File: src/rtl/dmem_port_arbiter.sv
// rtl/dmem_port_arbiter.sv - two-master round-robin arbiter for the 4-bank byte-lane data SRAM
//
// Shares the 4x(512x8) data SRAM macros between the core data port (master 0)
// and a loader/debug master (master 1). One access per cycle, fully pipelined.
//
// Ports:
//   clk, rst        clock, synchronous active-high reset
//   req, we         per-master request and write flag (fields held until gnt)
//   addr, wdata     per-master byte address and write data (lane i = bits 8i+7:8i)
//   wmask           per-master byte enables for writes
//   gnt             one-hot grant, combinational, same cycle as the SRAM strobe
//   rvalid, rdata   read return, one cycle after the read grant, tagged by owner
//   CEN, GWEN, WEN  per-bank active-low macro controls
//   A, D            per-bank word address and write data
//   Q               per-bank read data, valid the cycle after CEN low
module dmem_port_arbiter #(
   parameter logic [31:0] BASE  = 32'h9000_0000,
   parameter logic [31:0] SIZE  = 32'h0000_0800,
   parameter int          ABITS = 9
) (
   input  logic             clk,
   input  logic             rst,
   input  logic [1:0]       req,
   input  logic [1:0]       we,
   input  logic [31:0]      addr  [0:1],
   input  logic [31:0]      wdata [0:1],
   input  logic [3:0]       wmask [0:1],
   output logic [1:0]       gnt,
   output logic [1:0]       rvalid,
   output logic [31:0]      rdata,
   output logic [3:0]       CEN,
   output logic [3:0]       GWEN,
   output logic [7:0]       WEN   [0:3],
   output logic [ABITS-1:0] A     [0:3],
   output logic [7:0]       D     [0:3],
   input  logic [7:0]       Q     [0:3]
);

   typedef enum logic {IDLE, RD_PEND} state_t;

   // 33-bit limit so BASE+SIZE cannot wrap
   localparam logic [32:0] LIMIT = {1'b0, BASE} + {1'b0, SIZE};

   state_t           state;
   logic             ptr;        // 1 = master 1 wins the next tie
   logic             rd_hit;     // pending read was in range
   logic [1:0]       rvalid_q;
   logic [ABITS-1:0] a_q [0:3];
   logic [7:0]       d_q [0:3];

   logic             sel;
   logic             granted;
   logic [31:0]      cur_addr;
   logic             cur_we;
   logic [31:0]      cur_wdata;
   logic [3:0]       cur_wmask;
   logic             in_range;
   logic [ABITS-1:0] word;
   logic             rd_grant;
   logic [3:0]       strobe;
   logic [3:0]       wr_strobe;

   always_comb begin
      gnt = 2'b00;
      if (!rst) begin
         case (req)
            2'b01:   gnt = 2'b01;
            2'b10:   gnt = 2'b10;
            2'b11:   gnt = ptr ? 2'b10 : 2'b01;
            default: gnt = 2'b00;
         endcase
      end
   end

   assign sel       = gnt[1];
   assign granted   = |gnt;
   assign cur_addr  = addr[sel];
   assign cur_we    = we[sel];
   assign cur_wdata = wdata[sel];
   assign cur_wmask = wmask[sel];
   assign in_range  = (cur_addr >= BASE) && ({1'b0, cur_addr} < LIMIT);
   assign word      = cur_addr[ABITS+1:2];
   assign rd_grant  = granted && !cur_we;

   // A and D are only updated for banks actually strobed; otherwise they hold.
   always_comb begin
      strobe    = 4'b0000;
      wr_strobe = 4'b0000;
      for (int i = 0; i < 4; i++) begin
         strobe[i]    = granted && in_range && (!cur_we || cur_wmask[i]);
         wr_strobe[i] = strobe[i] && cur_we;
         CEN[i]       = ~strobe[i];
         GWEN[i]      = ~wr_strobe[i];
         WEN[i]       = wr_strobe[i] ? 8'h00 : 8'hFF;
         A[i]         = strobe[i] ? word : a_q[i];
         D[i]         = wr_strobe[i] ? cur_wdata[8*i +: 8] : d_q[i];
      end
   end

   always_ff @(posedge clk) begin
      if (rst) begin
         state    <= IDLE;
         ptr      <= 1'b0;
         rd_hit   <= 1'b0;
         rvalid_q <= 2'b00;
         for (int i = 0; i < 4; i++) begin
            a_q[i] <= '0;
            d_q[i] <= '0;
         end
      end else begin
         if (granted)
            ptr <= ~sel;
         for (int i = 0; i < 4; i++) begin
            if (strobe[i])
               a_q[i] <= word;
            if (wr_strobe[i])
               d_q[i] <= cur_wdata[8*i +: 8];
         end
         rd_hit   <= rd_grant && in_range;
         rvalid_q <= rd_grant ? gnt : 2'b00;
         case (state)
            IDLE:    if (rd_grant) state <= RD_PEND;
            RD_PEND: state <= rd_grant ? RD_PEND : IDLE;
            default: state <= IDLE;
         endcase
      end
   end

   // Gated by rst so a read pending when reset arrives never surfaces.
   assign rvalid = (state == RD_PEND && !rst) ? rvalid_q : 2'b00;
   assign rdata  = (state == RD_PEND && rd_hit && !rst) ? {Q[3], Q[2], Q[1], Q[0]} : 32'h0;

endmodule

File: config.mk
export PLATFORM = sky130hd
export DESIGN_NAME = dmem_port_arbiter
export DESIGN_NICKNAME = d
export VERILOG_FILES = /design/src/rtl/dmem_port_arbiter.sv
export SDC_FILE = /design/constraint.sdc
export NUM_CORES = 1
export LEC_CHECK = 0
export CORE_UTILIZATION = 34
export CTS_BUF_LIST = sky130_fd_sc_hd__clkbuf_8
export DETAILED_ROUTE_END_ITERATION = 7
export GPL_TIMING_DRIVEN = 0
export PLACE_DENSITY = 0.79
export SKIP_CTS_REPAIR_TIMING = 1
export SKIP_LAST_GASP = 1
export SYNTH_ARGS = -nofsm -noshare
export SYNTH_HDL_FRONTEND = slang
export SYNTH_SLANG_ARGS = --single-unit
File: constraint.sdc
create_clock -name clk -period 2.21 [get_ports clk]
set_clock_uncertainty 0.1 [all_clocks]
set_input_delay 0.3315 -clock clk [delete_from_list [all_inputs] [get_ports clk]]
set_output_delay 0.3315 -clock clk [all_outputs]
set_load 0.02 [all_outputs]
==> results <==
- Clock-pin slew was measured on the worst setup and hold paths at about 0.080 ns.
- The checks that failed: negative setup slack.
- The total area inside the core boundary comes to 13,990 µm².
- The number of enable flip-flop cells after synthesis is 68.
- In the synthesized netlist, the cells that appear most often are mux2i_1, nor2_1, edfxtp_1.
- For this configuration, the core starts out at a cell density of 0.3524.
- The wire length of the first global-routing pass is 24,500 µm.
- In this run the power density over the cells is roughly 350 nW/µm².
- The number of violations of the max-capacitance limit is 0.
- The fraction of final layout cells sized beyond drive strength 1 is 0.4088.
- The maximum fanout count along the critical path is 7.
- Once detail routing completed, the nets flagged for antenna violations numbered 0.
- The chip height is 122.4 µm.
- Summed over all cells, the static leakage comes to 5.553 nW.
- The worst hold slack is between 0.2 and 0.25 ns.
- The maximum level of the CTS H-tree is 3.
- The via count of the first global-routing pass is 4,537.
- After detailed routing, the number of vias per cell comes to 4.845.
- The number of warnings reported in the yosys synthesis log is 0.
- Across every metal layer, demand over resource in global routing totals 0.2208.
- The number of cells produced by synthesis is ~450.
- Detailed placement finished with a half-perimeter wire length of approximately 13,000 µm.
- 0 antenna diodes ended up in the layout.
- The path class of the tightest hold or removal check is primary input to register.
- The kind of capture point of the worst setup path is a primary output.
- The maximum clock insertion buffer count is 2.
- The share of the Yosys chip area taken by registers is 0.4345.
- Setup repair after global routing could not meet its margin everywhere.
- The final wirelength is between 15,000 and 20,000 µm.
- Clock tree synthesis selected as its root buffer the cell clkbuf_8.
- The count of standard-cell rows is 43.
- The netlist uses 33 different library cells.
- Subtracting the final worst setup slack from the clock period gives between 2 and 3 ns.
- The initial antenna violation count is 0.
- The first-iteration detailed-routing DRC count is 256.
- The data arrival time of the critical path is 2.49 ns.
- The number of clock buffers inserted by TritonCTS is 9.
- The worst setup slack after layout is -0.7161 ns.
- For this design the top-level I/O count stands at roughly 320.
- Compared with the post-synthesis result, the final layout area differs by 102.2%.
- The width of the chip is 122.4 µm.
- TritonCTS built the clock tree.
- In the post-synthesis netlist, the biggest area contributors are edfxtp_1, mux2i_1, mux2_4, nor2_1, buf_4.
- The fraction of synthesized cell area taken by the top area cell type is 0.4142.
- The number of hold-slack violations in the final timing report was 0.
- The clock drives between 70 and 80 sinks.
- The biggest area contributor in the post-synthesis netlist is edfxtp_1.
- The number of vias in the routed layout is about 4,900.
- Input and output buffers added on the ports amount to 313.
- Entering global routing, the biggest net connects 19 pins.
- Dividing the synthesized area by the synthesized cell count gives between 10 and 15 µm².
- The first-pass iteration count of the detailed router is 4.
- The worst pin sits at a relative slew slack of 0.7036.
- The design draws roughly 3.5 mW.
- The peak ir drop on the vdd network is between 400 and 500 µV.
- The cell with the most instances after synthesis is mux2i_1.
- The DRC violation count after routing is 0.
- The layout has approximately 970 filler cells.
- The leftover overflow at the end of global routing is 0.
- The net count after synthesis is 626.
- The cell area that synthesis handed to floorplanning was 4930 µm².
- The register bit total from synthesis is 73.
- At the end of the flow, the number of nets in the layout was 1,008.
- The peak clock frequency supported by timing is 0.3418 GHz.
- The final max-slew violation count came to 0.
- The final period utilization is 1.324.
- After detailed routing, the average wire length per cell comes to around 20 µm.
- At the worst endpoint, the required time is between 1.5 and 2 ns.
- Counting instances, the worst hold path has a depth of 3.
- The number of cells traversed by the worst register-to-register path is 10.
- The routability-driven placement congestion ratio is 0.8348.
- The critical path class is primary input to primary output.
- The insertion delay of the later-clocked pin in the worst-skew pair is roughly 0.38 ns.
- The element type at the critical path start is a primary input.
- The die covers 14,980 µm².
- For the pin with the worst max-slew slack, the measured transition is 0.4323 ns.
- The fraction of synthesis flops using an asynchronous set or reset pin is 0.
- The total setup violations reported at the end of the flow is between 100 and 150.
- The flow ran to the end, but the final reports show violations.
- The main flop type after synthesis is edfxtp_1.
==> registers in the layout (all words and copies together) (netlist names) <==
signal	cells
d_q	32
rd_hit	1
a_q	36
state	1
ptr	1
rvalid_q	2
==> kinds of logic after synthesis <==
kind of cell / after synthesis / synth area share
flip-flops: 73 / 0.4345
buffers and inverters: 91 / 0.1076
AO/OA/AOI/OAI: 8 / 0.01548
AND/OR/NAND/NOR: 165 / 0.1734
multiplexers: 115 / 0.2690
==> final cells by class <==
type                    instances  area [µm²]  share of cell area
plain buffers                  57       623.1             0.06250
clock buffers                   9       123.9             0.01242
clock inverters                 7       76.32            0.007656
inverters                      34       131.4             0.01318
multi-input cells             293        2729              0.2737
flip-flops and latches         73        2143              0.2150
well taps                     180       225.2             0.02259
repair buffers                366        3918              0.3929
==> worst max-delay path: stages <==
cell and delay, ns:
clkdlybuf4s50_1 0.42, nor3_2 0.16, nand4_1 0.20, o22ai_4 0.31
buf_12 0.19, buf_4 0.12, buf_4 0.11, nand3_4 0.10
mux2i_1 0.30, clkbuf_2 0.25
==> power by group <==
group,leakage (nW),switching (mW),internal [mW]
clock,0.0983,0.574,0.531
combinational,4.68,0.356,0.463
sequential,0.772,0.0119,1.54
total,5.55,0.942,2.53
==> metal layers <==
layer	track usage	part of all wire	vias up
met4	0.05412	0.016	0
li1	-	-	2315
met5	0	0	-
met2	0.3876	0.53	227
met3	0.06320	0.072	35
met1	0.2639	0.39	2360
==> path summary, 6_finish.rpt <==
kind	startpoint	end	slack, ns
max	addr[17]	D[19]	-0.72
min	req[1]	ptr	0.23
max reg2reg	ptr	d_q[2][0]	0.02
min reg2reg	ptr	ptr	0.41
==> cell usage in the layout (no fill, tap or decap), drive strengths merged <==
cell type,netlist,final
nand4,4,4
o21ai,4,4
nand2b,9,9
nand3,4,8
clkinvlp,0,2
bufinv,0,1
o22ai,1,1
and2b,1,1
clkbuf,10,41
mux2i,74,74
nor2,72,72
dfxtp,5,5
edfxtp,68,68
clkinv,1,2
nor2b,1,1
nor4b,4,4
nor3,2,2
clkdlybuf4s50,0,137
inv,33,36
nand2,29,29
and2,3,3
a21oi,2,2
dlymetal6s2s,0,68
o21a,1,1
nor4,4,4
mux2,41,42
buf,47,186
and3,32,32
==> through the flow <==
step / util / cells / setup TNS (ns) / worst slack, ns / cell area [µm²]
CTS: 0.6154 / 961 / -241.89 / -1.643 / 8608
finish: 0.7127 / 1019 / -49.89 / -0.7161 / 9970
detailed placement: 0.6011 / 945 / -300.06 / -1.635 / 8408
floorplan: - / 452 / -0.8975 / -0.05418 / 5050
global placement: 0.6011 / 945 / -292.84 / -1.654 / 8408
global route: 0.7127 / 1019 / -61.43 / -0.8016 / 9970
No activity file was read; power rests on OpenSTA's default activity.
